**src/rtl/relay_pkg.sv**
```systemverilog
// Shared types and helpers for the relay bank: channel state encoding,
// mode constants and saturating threshold arithmetic.
package relay_pkg;

  typedef enum logic [1:0] {
    ST_OFF      = 2'd0,
    ST_ON_PEND  = 2'd1,
    ST_ON       = 2'd2,
    ST_OFF_PEND = 2'd3
  } relay_state_t;

  localparam logic MODE_CMP = 1'b0;
  localparam logic MODE_TMR = 1'b1;

  // Upper switching threshold, clipped to the largest representable code.
  function automatic int th_on_calc(int vt, int vh, int w);
    int top_code;
    int sum;
    top_code = (1 << w) - 1;
    sum      = vt + vh;
    return (sum > top_code) ? top_code : sum;
  endfunction

  // Lower switching threshold, clipped at zero.
  function automatic int th_off_calc(int vt, int vh);
    return (vt > vh) ? (vt - vh) : 0;
  endfunction

endpackage

```
**src/rtl/relay_ch.sv**
```systemverilog
// One relay channel: hysteresis comparator with debounce, or a one-shot
// countdown timer that toggles the switch when it expires.
//
// Handshake: in_valid qualifies code for exactly the cycle it is high; there
// is no ready, every valid sample is consumed. t_load is a single-cycle
// command, honoured only in timer mode with a non-zero t_val.
import relay_pkg::*;

module relay_ch #(
  parameter int W      = 12,
  parameter int VT     = 2048,
  parameter int VH     = 205,
  parameter int SETTLE = 4,
  parameter int TW     = 16
) (
  input  logic          clk,
  input  logic          rst,
  input  logic          in_valid,
  input  logic [W-1:0]  code,
  input  logic          mode,
  input  logic          init,
  input  logic          t_load,
  input  logic [TW-1:0] t_val,
  output logic          sw_on,
  output logic          sw_evt,
  output logic          busy
);

  localparam int CW = (SETTLE < 1) ? 1 : $clog2(SETTLE + 1);

  // Thresholds carried in W+1 bits so the saturated upper value never wraps.
  localparam logic [W:0]    TH_ON_X  = (W + 1)'(th_on_calc(VT, VH, W));
  localparam logic [W:0]    TH_OFF_X = (W + 1)'(th_off_calc(VT, VH));
  localparam logic [CW-1:0] LAST_CNT = CW'(SETTLE - 1);

  relay_state_t  state;
  logic [CW-1:0] cnt;
  logic [TW-1:0] timer;
  logic          mode_q;
  logic          above;
  logic          below;
  logic          tmr_active;

  // code < TH_OFF written as code+1 <= TH_OFF: a zero lower threshold then
  // simply never qualifies, so the channel can never switch off.
  assign above      = ({1'b0, code} > TH_ON_X);
  assign below      = (({1'b0, code} + 1'b1) <= TH_OFF_X);
  assign tmr_active = (timer != '0);

  // Channel FSM, debounce counter, countdown timer and registered outputs.
  always_ff @(posedge clk) begin
    if (rst) begin
      state  <= init ? ST_ON : ST_OFF;
      sw_on  <= init;
      sw_evt <= 1'b0;
      busy   <= 1'b0;
      cnt    <= '0;
      timer  <= '0;
      mode_q <= mode;
    end else begin
      mode_q <= mode;
      sw_evt <= 1'b0;
      if (mode != mode_q) begin
        // Any mode change abandons whatever was pending; the switch holds.
        state <= sw_on ? ST_ON : ST_OFF;
        cnt   <= '0;
        timer <= '0;
        busy  <= 1'b0;
      end else if (mode == MODE_TMR) begin
        if (t_load && (t_val != '0)) begin
          timer <= t_val;
          busy  <= 1'b1;
        end else if (tmr_active) begin
          if (timer == TW'(1)) begin
            timer  <= '0;
            busy   <= 1'b0;
            sw_on  <= ~sw_on;
            sw_evt <= 1'b1;
            state  <= sw_on ? ST_OFF : ST_ON;
          end else begin
            timer <= timer - 1'b1;
          end
        end
      end else if (in_valid) begin
        case (state)
          ST_OFF: begin
            if (above) begin
              if (SETTLE == 1) begin
                state  <= ST_ON;
                sw_on  <= 1'b1;
                sw_evt <= 1'b1;
              end else begin
                state <= ST_ON_PEND;
                cnt   <= CW'(1);
                busy  <= 1'b1;
              end
            end
          end
          ST_ON_PEND: begin
            if (!above) begin
              state <= ST_OFF;
              cnt   <= '0;
              busy  <= 1'b0;
            end else if (cnt == LAST_CNT) begin
              state  <= ST_ON;
              cnt    <= '0;
              busy   <= 1'b0;
              sw_on  <= 1'b1;
              sw_evt <= 1'b1;
            end else begin
              cnt <= cnt + 1'b1;
            end
          end
          ST_ON: begin
            if (below) begin
              if (SETTLE == 1) begin
                state  <= ST_OFF;
                sw_on  <= 1'b0;
                sw_evt <= 1'b1;
              end else begin
                state <= ST_OFF_PEND;
                cnt   <= CW'(1);
                busy  <= 1'b1;
              end
            end
          end
          ST_OFF_PEND: begin
            if (!below) begin
              state <= ST_ON;
              cnt   <= '0;
              busy  <= 1'b0;
            end else if (cnt == LAST_CNT) begin
              state  <= ST_OFF;
              cnt    <= '0;
              busy   <= 1'b0;
              sw_on  <= 1'b0;
              sw_evt <= 1'b1;
            end else begin
              cnt <= cnt + 1'b1;
            end
          end
          default: begin
            state <= sw_on ? ST_ON : ST_OFF;
            cnt   <= '0;
            busy  <= 1'b0;
          end
        endcase
      end
    end
  end

endmodule

```
**src/rtl/relay_bank_ctrl.sv**
```systemverilog
// Bank of independent relay channels sharing one clock, sample strobe and
// timer length; each channel is sliced out of the packed buses.
import relay_pkg::*;

module relay_bank_ctrl #(
  parameter int CH     = 4,
  parameter int W      = 12,
  parameter int VT     = 2048,
  parameter int VH     = 205,
  parameter int SETTLE = 4,
  parameter int TW     = 16
) (
  input  logic            clk,
  input  logic            rst,
  input  logic            in_valid,
  input  logic [CH*W-1:0] in_code,
  input  logic [CH-1:0]   mode,
  input  logic [CH-1:0]   init,
  input  logic [CH-1:0]   t_load,
  input  logic [TW-1:0]   t_val,
  output logic [CH-1:0]   sw_on,
  output logic [CH-1:0]   sw_evt,
  output logic [CH-1:0]   busy
);

  for (genvar i = 0; i < CH; i++) begin : g_ch
    relay_ch #(
      .W      (W),
      .VT     (VT),
      .VH     (VH),
      .SETTLE (SETTLE),
      .TW     (TW)
    ) u_ch (
      .clk      (clk),
      .rst      (rst),
      .in_valid (in_valid),
      .code     (in_code[i*W +: W]),
      .mode     (mode[i]),
      .init     (init[i]),
      .t_load   (t_load[i]),
      .t_val    (t_val),
      .sw_on    (sw_on[i]),
      .sw_evt   (sw_evt[i]),
      .busy     (busy[i])
    );
  end

endmodule

```
**config.mk**
```make
export PLATFORM = sky130hd
export DESIGN_NAME = relay_bank_ctrl
export DESIGN_NICKNAME = d
export VERILOG_FILES = /design/src/rtl/relay_pkg.sv /design/src/rtl/relay_ch.sv /design/src/rtl/relay_bank_ctrl.sv
export SDC_FILE = /design/constraint.sdc
export NUM_CORES = 1
export LEC_CHECK = 0
export ABC_AREA = 1
export CAP_MARGIN = 20
export CORE_UTILIZATION = 55
export CTS_BUF_LIST = sky130_fd_sc_hd__clkbuf_16
export DETAILED_ROUTE_END_ITERATION = 10
export PLACE_DENSITY = 0.78
export SYNTH_ARGS = -nofsm -noshare
export SYNTH_HDL_FRONTEND = slang
export SYNTH_SLANG_ARGS = --single-unit
```
**constraint.sdc**
```tcl
create_clock -name clk -period 5.4 [get_ports clk]
set_clock_uncertainty 0.05 [all_clocks]
set_input_delay 0.81 -clock clk [delete_from_list [all_inputs] [get_ports clk]]
set_output_delay 0.81 -clock clk [all_outputs]
set_load 0.005 [all_outputs]
```
Yosys cells after proc, flatten, opt, wreduce, memory -nomap -nowiden
Cells that the tools add are included.
{"block": "word_totals", "ff_bits": 100, "output_inout_bits": 12, "in_bits": 79, "word_cells": 453}
{"block": "classes", "muxes": 232, "n_reduce_logical": 57, "n_eq_ne": 108, "magnitude_cmp": 8, "addsub": 12, "n_bitwise": 8}
{"op": "16-bit 2-to-1 mux", "n": 12}
{"op": "2-bit 2-to-1 mux", "n": 64}
{"op": "1-bit 2-to-1 mux", "n": 116}
{"op": "4-bit by 3-bit != test with 1-bit output (second input constant)", "n": 20}
{"op": "16-bit nonzero test", "n": 5}
{"op": "16-bit by 1-bit equality test with 1-bit output (second input constant)", "n": 4}
{"op": "16-bit by 1-bit subtractor with 16-bit output (second input constant)", "n": 4}
{"op": "3-bit 2-to-1 mux", "n": 20}
{"op": "12-bit by 1-bit adder with 13-bit output (second input constant)", "n": 4}
{"op": "13-bit by 11-bit less-or-equal comparator with 1-bit output (second input constant)", "n": 4}
{"op": "12-bit > comparator (second input constant)", "n": 4}
{"op": "3-bit by 2-bit != test with 1-bit output (second input constant)", "n": 16}
{"op": "6-bit != test (second input constant)", "n": 8}
{"op": "3-bit case mux with 4 select lines", "n": 4}
{"op": "5-bit by 3-bit != test with 1-bit output (second input constant)", "n": 8}
{"op": "10-bit AND reduction", "n": 4}
{"op": "4-bit by 2-bit != test with 1-bit output (second input constant)", "n": 8}
{"op": "2-bit case mux with 4 select lines", "n": 4}
{"op": "8-bit AND reduction", "n": 4}
{"op": "4-bit nonzero test", "n": 8}
{"op": "3-bit by 1-bit != test with 1-bit output (second input constant)", "n": 8}
{"op": "5-bit AND reduction", "n": 4}
{"op": "2-bit equality test (second input constant)", "n": 8}
{"op": "2-bit by 1-bit != test with 1-bit output (second input constant)", "n": 8}
{"op": "16 further kinds", "n": 76}

Longest topological paths before layout
Gate-level depths: netlist (run 1).
{"block": "depth", "word_depth": 8, "mapped_depth": 16}

Hierarchy
From an unflattened synthesis (run 1), not the netlist that was laid out.
{"block": "unflattened", "cells_unflattened": 1379, "hier_area_um2": 8703.3}
{"module": "relay_ch at g_ch[0].u_ch ...", "area_per_inst_um2": 2189.6, "cells_each": 351, "n_inst": 2, "seq_area_each_um2": 530.5}
{"module": "relay_ch at g_ch[3].u_ch", "area_per_inst_um2": 2209.6, "cells_each": 349, "n_inst": 1, "seq_area_each_um2": 530.5}
{"module": "relay_ch at g_ch[2].u_ch", "area_per_inst_um2": 2114.5, "cells_each": 328, "n_inst": 1, "seq_area_each_um2": 530.5}

Worst setup path before layout (run 1)
Ideal clock, no wire load.
{"block": "synth_path", "path_type": "input to register", "from": "in mode[3]", "to": "reg g_ch[3].u_ch.state[0], enable pin", "path_slack_ns": 2.757, "path_stages": 10, "setup_time_ns": 0.246, "arrival_ns": 2.347, "n_path_buf": 1, "cell_sequence": "clkbuf_1 > inv_1 > ha_1 > nor2_1 > clkinv_1 > nor2_1 > inv_1 > a21oi_1 > a21o_1 > nor2_1"}
{"block": "synth_between", "elab_chain_len": 3, "word_cells_on_any_way": 10, "classes_between": "eq/ne (8); reduce/logical (2)"}
{"item": "start, declared", "line_no": "relay_bank_ctrl.sv:17", "rtl": "input logic [CH-1:0] mode,"}
{"item": "1-bit != test", "line_no": "relay_ch.sv:63", "rtl": "if (mode != mode_q) begin"}
{"item": "6-bit != test (no line), or another cell as far along"}
{"item": "8-bit AND reduction (no line) *"}
{"item": "end signal, assigned", "line_no": "relay_ch.sv:53", "rtl": "state <= init ? ST_ON : ST_OFF;"}
{"item": "end signal, assigned", "line_no": "relay_ch.sv:65", "rtl": "state <= sw_on ? ST_ON : ST_OFF;"}
{"item": "end signal, assigned", "line_no": "relay_ch.sv:79", "rtl": "state <= sw_on ? ST_OFF : ST_ON;"}
{"item": "end, declared", "line_no": "relay_ch.sv:36", "rtl": "relay_state_t state;"}
Every way passes the cells marked *; elsewhere a longest branch is shown, timed or not.
A chain may end at the register's enable or synchronous reset.

Worst setup path after layout (run 1)
Ends and elaborated chain as after synthesis.

==> impl_metrics.ini, run 1 <==
[worst_setup_path]
cp_max_fo = 14
crit_chain = clkdlybuf4s50_1, inv_1, ha_1, nor2_1, buf_4, clkinv_1, nor2_1, inv_1, a21oi_1, a21o_1, nor2_1
end_kind = flop
r2r-start = g_ch[3].u_ch.timer[0]
cp_slowest_cell = clkdlybuf4s50_1
criticalPathCategory = primary input to flop
r2r_end = g_ch[3].u_ch.timer[10]
cp_common_cell = nor2_1
critPathLaunchType = primary input
required_ns = 5.48
crit_buf_inv = 5
max_stage_delay_ns = 0.69
worstRegToRegCells = 10
regToRegSetupSlack_ns = 2.80
crit_family = buffers and inverters
worstPathArrival_ns = 3.27

[worst_hold_path]
min_to = g_ch[0].u_ch.cnt[2]
hold_class = flop to flop
hold_path.startpoint = g_ch[0].u_ch.cnt[2]
min_path_cells = 2

[layout]
syn_to_final_growth_pct = 13.7
diodes = 0
drive_gt1_share_pct = 9.41
stdcell_count = 1625
utilization_pct = 64.5
layout.nets = 1520

[flow_run]
cap_violations = 0

[sta]
slew_headroom_pct = 40.4
setup_tns_ns = 0
drv_slew = 0
rsz0062_at_grt = no
finalHoldViolations = 0
post-route-period-util_pct = 59.2
worst_pin_slew_ns = 0.891
max_freq_mhz = 313
finalSetupViolations = 0
hold_ws_ns = 0.403
post-route-min-period_ns = 3.19

[place]
dp.cells = 1609
io_buffers = 90
gp_congestion = 0.906
place_hpwl_um = 17700

[clocking]
cts_htree_levels = 3
postCtsHoldBufs = 0
cts_made_buffers = 9
clk_latency_ns = 0.36
clkTransAtPathRegs_ns = 0.08
cts_buffer_depth = 2
clockRootBuffer = clkbuf_16
cts_tree = done
post_cts_buffers = 0
cts_resized = 0
cts_num_sinks = 100

[drt]
wl_um = 22900
drtIter0Drc = 780
first_pass_iters = 5
wl_per_cell_um = 14.1
vias = 9099
ant_nets = 0
drc = 0
via_per_inst = 5.60

[power]
ir_worst_vdd_uv = 261
p_leak_uw = 0.00430
powerDensity_nw_per_um2 = 245

[floorplan]
die_h_um = 127
rows = 45
start_util_pct = 56.7
io_pins = 91
core-area_um2 = 15300
die_area_um2 = 16200
fp.dieW_um = 127

[grt]
grt_pass1_wl_um = 38600
grt.overflow.total = 0
gr-usage-all-layers_pct = 28.8
grt_max_degree = 23
antenna_found_initial = 0
grt_pass1_vias = 8334

[synthesis]
netlist.area_leader.share_pct = 20.4
synth_cell_types = 62
syn_nets = 1458
ys_ff_latch = 100
syn-cell-area_um2 = 8650
synthTopCellsByArea = dfxtp_1 20%, nand2_1 12%, nor2_1 7.8%
synth_top_area_cell = dfxtp_1
syn_area_per_cell_um2 = 6.42
yosysWarnings = 0
synth_cells = 1347
ys_seq_area_share_pct = 24.5

[outcome]
outcome = finished, final reports clean
## placed cells by master (no fill, tap or decap), types with 3 or more instances in the layout
master and instances:
clkdlybuf4s50_1 90, o211ai_1 7, xnor2_1 8, a221oi_1 5, nor3_1 27, o31ai_1 5, nor2_1 179, nand2_1 265
o21ai_1 20, a22oi_1 4, nand3_2 6, nand3_1 83, inv_1 166, edfxtp_1 12, nor2_4 4, ha_1 32
inv_2 19, nand3b_1 8, o21ai_0 58, o21ai_4 3, xor2_1 31, nand2_4 7, buf_4 4, a31oi_1 10
a21oi_2 4, or2_2 5, nand2_2 22, nand4_1 34, clkbuf_16 9, a211oi_1 20, nor3_2 5, o22ai_1 23
o21ai_2 3, dfxtp_1 88, a21oi_1 86, nor2_2 20
## stage by stage
stage / setup slack [ns] / total power, uW / area [um2]
detailed placement: 1.87 / 1780 / 9560
finish: 2.21 / 2410 / 9840
CTS: 2.24 / 2400 / 9840
floorplan: 2.76 / 1540 / 8650
global placement: 1.88 / 1780 / 9560
global route: 2.04 / 2560 / 9840
## tightest hold or removal path, stage by stage (launching register included)
cell and delay (ns):
dfxtp_1 0.32, nand2_1 0.06, a21oi_1 0.04
## power breakdown
group / total (uW) / leakage, uW / switching, uW / internal (uW)
clock network: 628 / 0.000137 / 312 / 316
registers: 875 / 0.000842 / 59.4 / 816
logic: 911 / 0.00332 / 574 / 336
## cells in the mapped netlist, drive strengths merged
cell type  number
a211oi         22
nand4          36
o31ai           5
o211ai          7
inv           186
and2            1
clkinv          2
nand2         294
nor3b           3
nor2          203
clkbuf         14
o2111ai         2
dfxtp          88
a21o            1
o22ai          24
a22oi           4
a21boi          2
xor2           31
or3             1
edfxtp         12
a21oi          90
a221oi          7
o32ai           1
o21bai          2
ha             32
or2             7
xnor2           8
nor3           34
buf            29
o21a            2
nand3          90
nor4            3
o221a           1
nand3b          8
a31oi          10
a32oi           1
o21ai          84
## how the worst max path moves through the flow
stage                 start  slack (ns)                    end  cells after the start
floorplan           mode[3]        2.76  g_ch[3].u_ch.state[0]                     10
global placement    mode[3]        1.88  g_ch[3].u_ch.state[0]                     11
detailed placement  mode[3]        1.87  g_ch[3].u_ch.state[0]                     11
CTS                 mode[3]        2.24  g_ch[3].u_ch.state[0]                     11
global route        mode[2]        2.04  g_ch[2].u_ch.state[0]                      9
finish              mode[3]        2.21  g_ch[3].u_ch.state[0]                     11
## cell families after synthesis
kind of cell / count (synthesis) / synth area share (%)
AND/OR/NAND/NOR: 680 / 36.7
AO/OA/AOI/OAI: 265 / 18.7
buffers and inverters: 231 / 11.4
flip-flops: 100 / 24.5
XOR/XNOR: 39 / 3.95
adder cells (fa/ha/maj): 32 / 4.63
## sequential cells by signal (all words and copies together), names as in the netlist
signal and count:
g_ch.u_ch.busy 4, g_ch.u_ch.cnt 12, g_ch.u_ch.mode_q 4, g_ch.u_ch.state 8
g_ch.u_ch.sw_evt 4, g_ch.u_ch.sw_on 4, g_ch.u_ch.timer 64
## routing by layer
| metal | track usage [%] | wire length [um] |
|---|---|---|
| met2 | 49.1 | 10700 |
| met3 | 5.36 | 1420 |
| met4 | 8.33 | 454 |
| met1 | 37.0 | 10300 |
| met5 | 0 | 0 |
## final cells by class
cell class	instances	area, um2
clock buffer	9	225
inverter	188	708
fill	1433	5420
clock inverter	7	50.0
multi-input combinational	1016	5540
tap	211	264
timing repair buffer	94	931
sequential	100	2120
Power figures use the tool's default switching activity.
==> run 2, diff against run 1 <==
--- a/config.mk
+++ b/config.mk
@@ -7,7 +7,7 @@
 export LEC_CHECK = 0
 export ABC_AREA = 1
 export CAP_MARGIN = 20
-export CORE_UTILIZATION = 55
+export CORE_UTILIZATION = 53
 export CTS_BUF_LIST = sky130_fd_sc_hd__clkbuf_16
 export DETAILED_ROUTE_END_ITERATION = 10
 export PLACE_DENSITY = 0.78
==> constraint.sdc (replaced) <==
create_clock -name clk -period 2.75 [get_ports clk]
set_clock_uncertainty 0.05 [all_clocks]
set_input_delay 0.4125 -clock clk [delete_from_list [all_inputs] [get_ports clk]]
set_output_delay 0.4125 -clock clk [all_outputs]
set_load 0.005 [all_outputs]
==> impl_metrics.ini, run 2 (synthesis results as in run 1) <==
[grt]
antenna_found_initial = 0
grt.overflow.total = 0
grt_max_degree = 22
gr-usage-all-layers_pct = 28.5
grt_pass1_vias = 8386
grt_pass1_wl_um = 38400

[worst_setup_path]
critPathLaunchType = primary input
cp_slowest_cell = clkdlybuf4s50_1
criticalPathCategory = primary input to flop
required_ns = 2.76
end_kind = flop
worstPathArrival_ns = 2.43
crit_chain = clkdlybuf4s50_1, ha_1, nand3_2, nor2_4, nand2_1, nand2_1, nand2_1, nor2_1, nand2_1, nand2_2, nand2_1, nand4_1, nand4_1, nor2_1
cp_common_cell = nand2_1
cp_max_fo = 6
crit_buf_inv = 1
max_stage_delay_ns = 0.57
crit_family = simple AND/OR/NAND/NOR gates

[drt]
wl_um = 23600
wl_per_cell_um = 14.1
drtIter0Drc = 618
first_pass_iters = 5
vias = 9311
drc = 0
ant_nets = 0
via_per_inst = 5.54

[clocking]
clkTransAtPathRegs_ns = 0.07
postCtsHoldBufs = 0
cts_buffer_depth = 2
clk_latency_ns = 0.37
post_cts_buffers = 0
cts_tree = done
cts_resized = 0
clockRootBuffer = clkbuf_16
cts_htree_levels = 3
cts_num_sinks = 100
cts_made_buffers = 9

[power]
ir_worst_vdd_uv = 394
share_comb_of_total_power_pct = 38.5
power_switching_uw = 1840
pwr-share-seq_pct = 36.0
p_leak_uw = 0.00455
powerDensity_nw_per_um2 = 466
pwr-share-clk_pct = 25.5
p_int_uw = 2930
total_power_uw = 4770
p_sw_share_pct = 38.5

[worst_hold_path]
hold_class = flop to flop

[flow_run]
cap_violations = 0

[layout]
nFillCells = 1478
top_regs = g_ch.u_ch.timer x64, g_ch.u_ch.cnt x12, g_ch.u_ch.state x8
layout.nets = 1572
drive_gt1_share_pct = 12.5
utilization_pct = 64.4
syn_to_final_growth_pct = 18.2
largest_reg_flops = 64
final_common_cell = nand2_1
final_cell_mix = 265 x nand2_1, 179 x nor2_1, 167 x inv_1
regMostFlops = g_ch.u_ch.timer
diodes = 0

[floorplan]
fp.dieW_um = 130
io_pins = 91
rows = 46
core-area_um2 = 15900
die_area_um2 = 16800
start_util_pct = 54.4
die_h_um = 130

[place]
gp_congestion = 0.921
io_buffers = 90
place_hpwl_um = 18000

[sta]
worst_pin_slew_ns = 0.540
post-route-min-period_ns = 2.42
finalSetupViolations = 0
hold_ws_ns = 0.400
finalHoldViolations = 0
drv_slew = 0
setup_tns_ns = 0
slew_headroom_pct = 63.8
post-route-period-util_pct = 88.0
max_freq_mhz = 413
rsz0062_at_grt = no

[outcome]
outcome = finished, final reports clean
-- run 2: metrics by stage --
stage | cells | setup slack, ns | cell area [um2]
global placement | 1666 | 0.0566 | 9960
global route | 1682 | 0.0869 | 10200
detailed placement | 1666 | -0.0552 | 9960
finish | 1682 | 0.329 | 10200
floorplan | 1347 | 0.504 | 8650
CTS | 1682 | 0.337 | 10200
-- run 2: worst register-to-register path: stages, from the launching register on --
cell and delay, ns:
dfxtp_1 0.32, inv_1 0.12, ha_1 0.26, nand2_1 0.13, nor2_2 0.27, nand2_2 0.13
o21ai_4 0.16, inv_1 0.17, o21ai_0 0.13, a21oi_1 0.06, a211oi_1 0.21
-- run 2: path summary, 6_finish.rpt --
path | cells after the start | endpoint | startpoint | slack [ns]
hold reg to reg | 2 | g_ch[0].u_ch.cnt[2] | g_ch[0].u_ch.cnt[2] | 0.40
hold / removal | 2 | g_ch[0].u_ch.cnt[2] | g_ch[0].u_ch.cnt[2] | 0.40
setup / recovery | 14 | g_ch[1].u_ch.state[0] | in_code[13] | 0.33
setup reg to reg | 10 | g_ch[2].u_ch.timer[11] | g_ch[2].u_ch.timer[0] | 0.65
-- run 2: power by group through the flow --
stage | Sequential [uW] | Clock, uW | Combinational [uW]
floorplan | 1710 | 0 | 1320
global placement | 1740 | 0 | 1770
detailed placement | 1740 | 0 | 1800
CTS | 1710 | 1240 | 1820
global route | 1730 | 1290 | 2040
finish | 1720 | 1220 | 1840
-- run 2: layout make-up --
cell class	count	area, um2	area share, %
well taps	216	270	2.64
clock buffers	9	225	2.20
multi-input cells	1016	5540	54.1
flip-flops and latches	100	2120	20.8
repair buffers	146	1320	12.9
inverters	188	708	6.93
clock inverters	7	41.3	0.404
-- run 2: per-layer routing --
layer  track usage, %  up-vias  wire, um
met4             10.5        0       688
li1                 -     4694         -
met5                0        -         0
met1             35.9     4207     10300
met2             48.5      347     11000
met3             5.25       63      1610
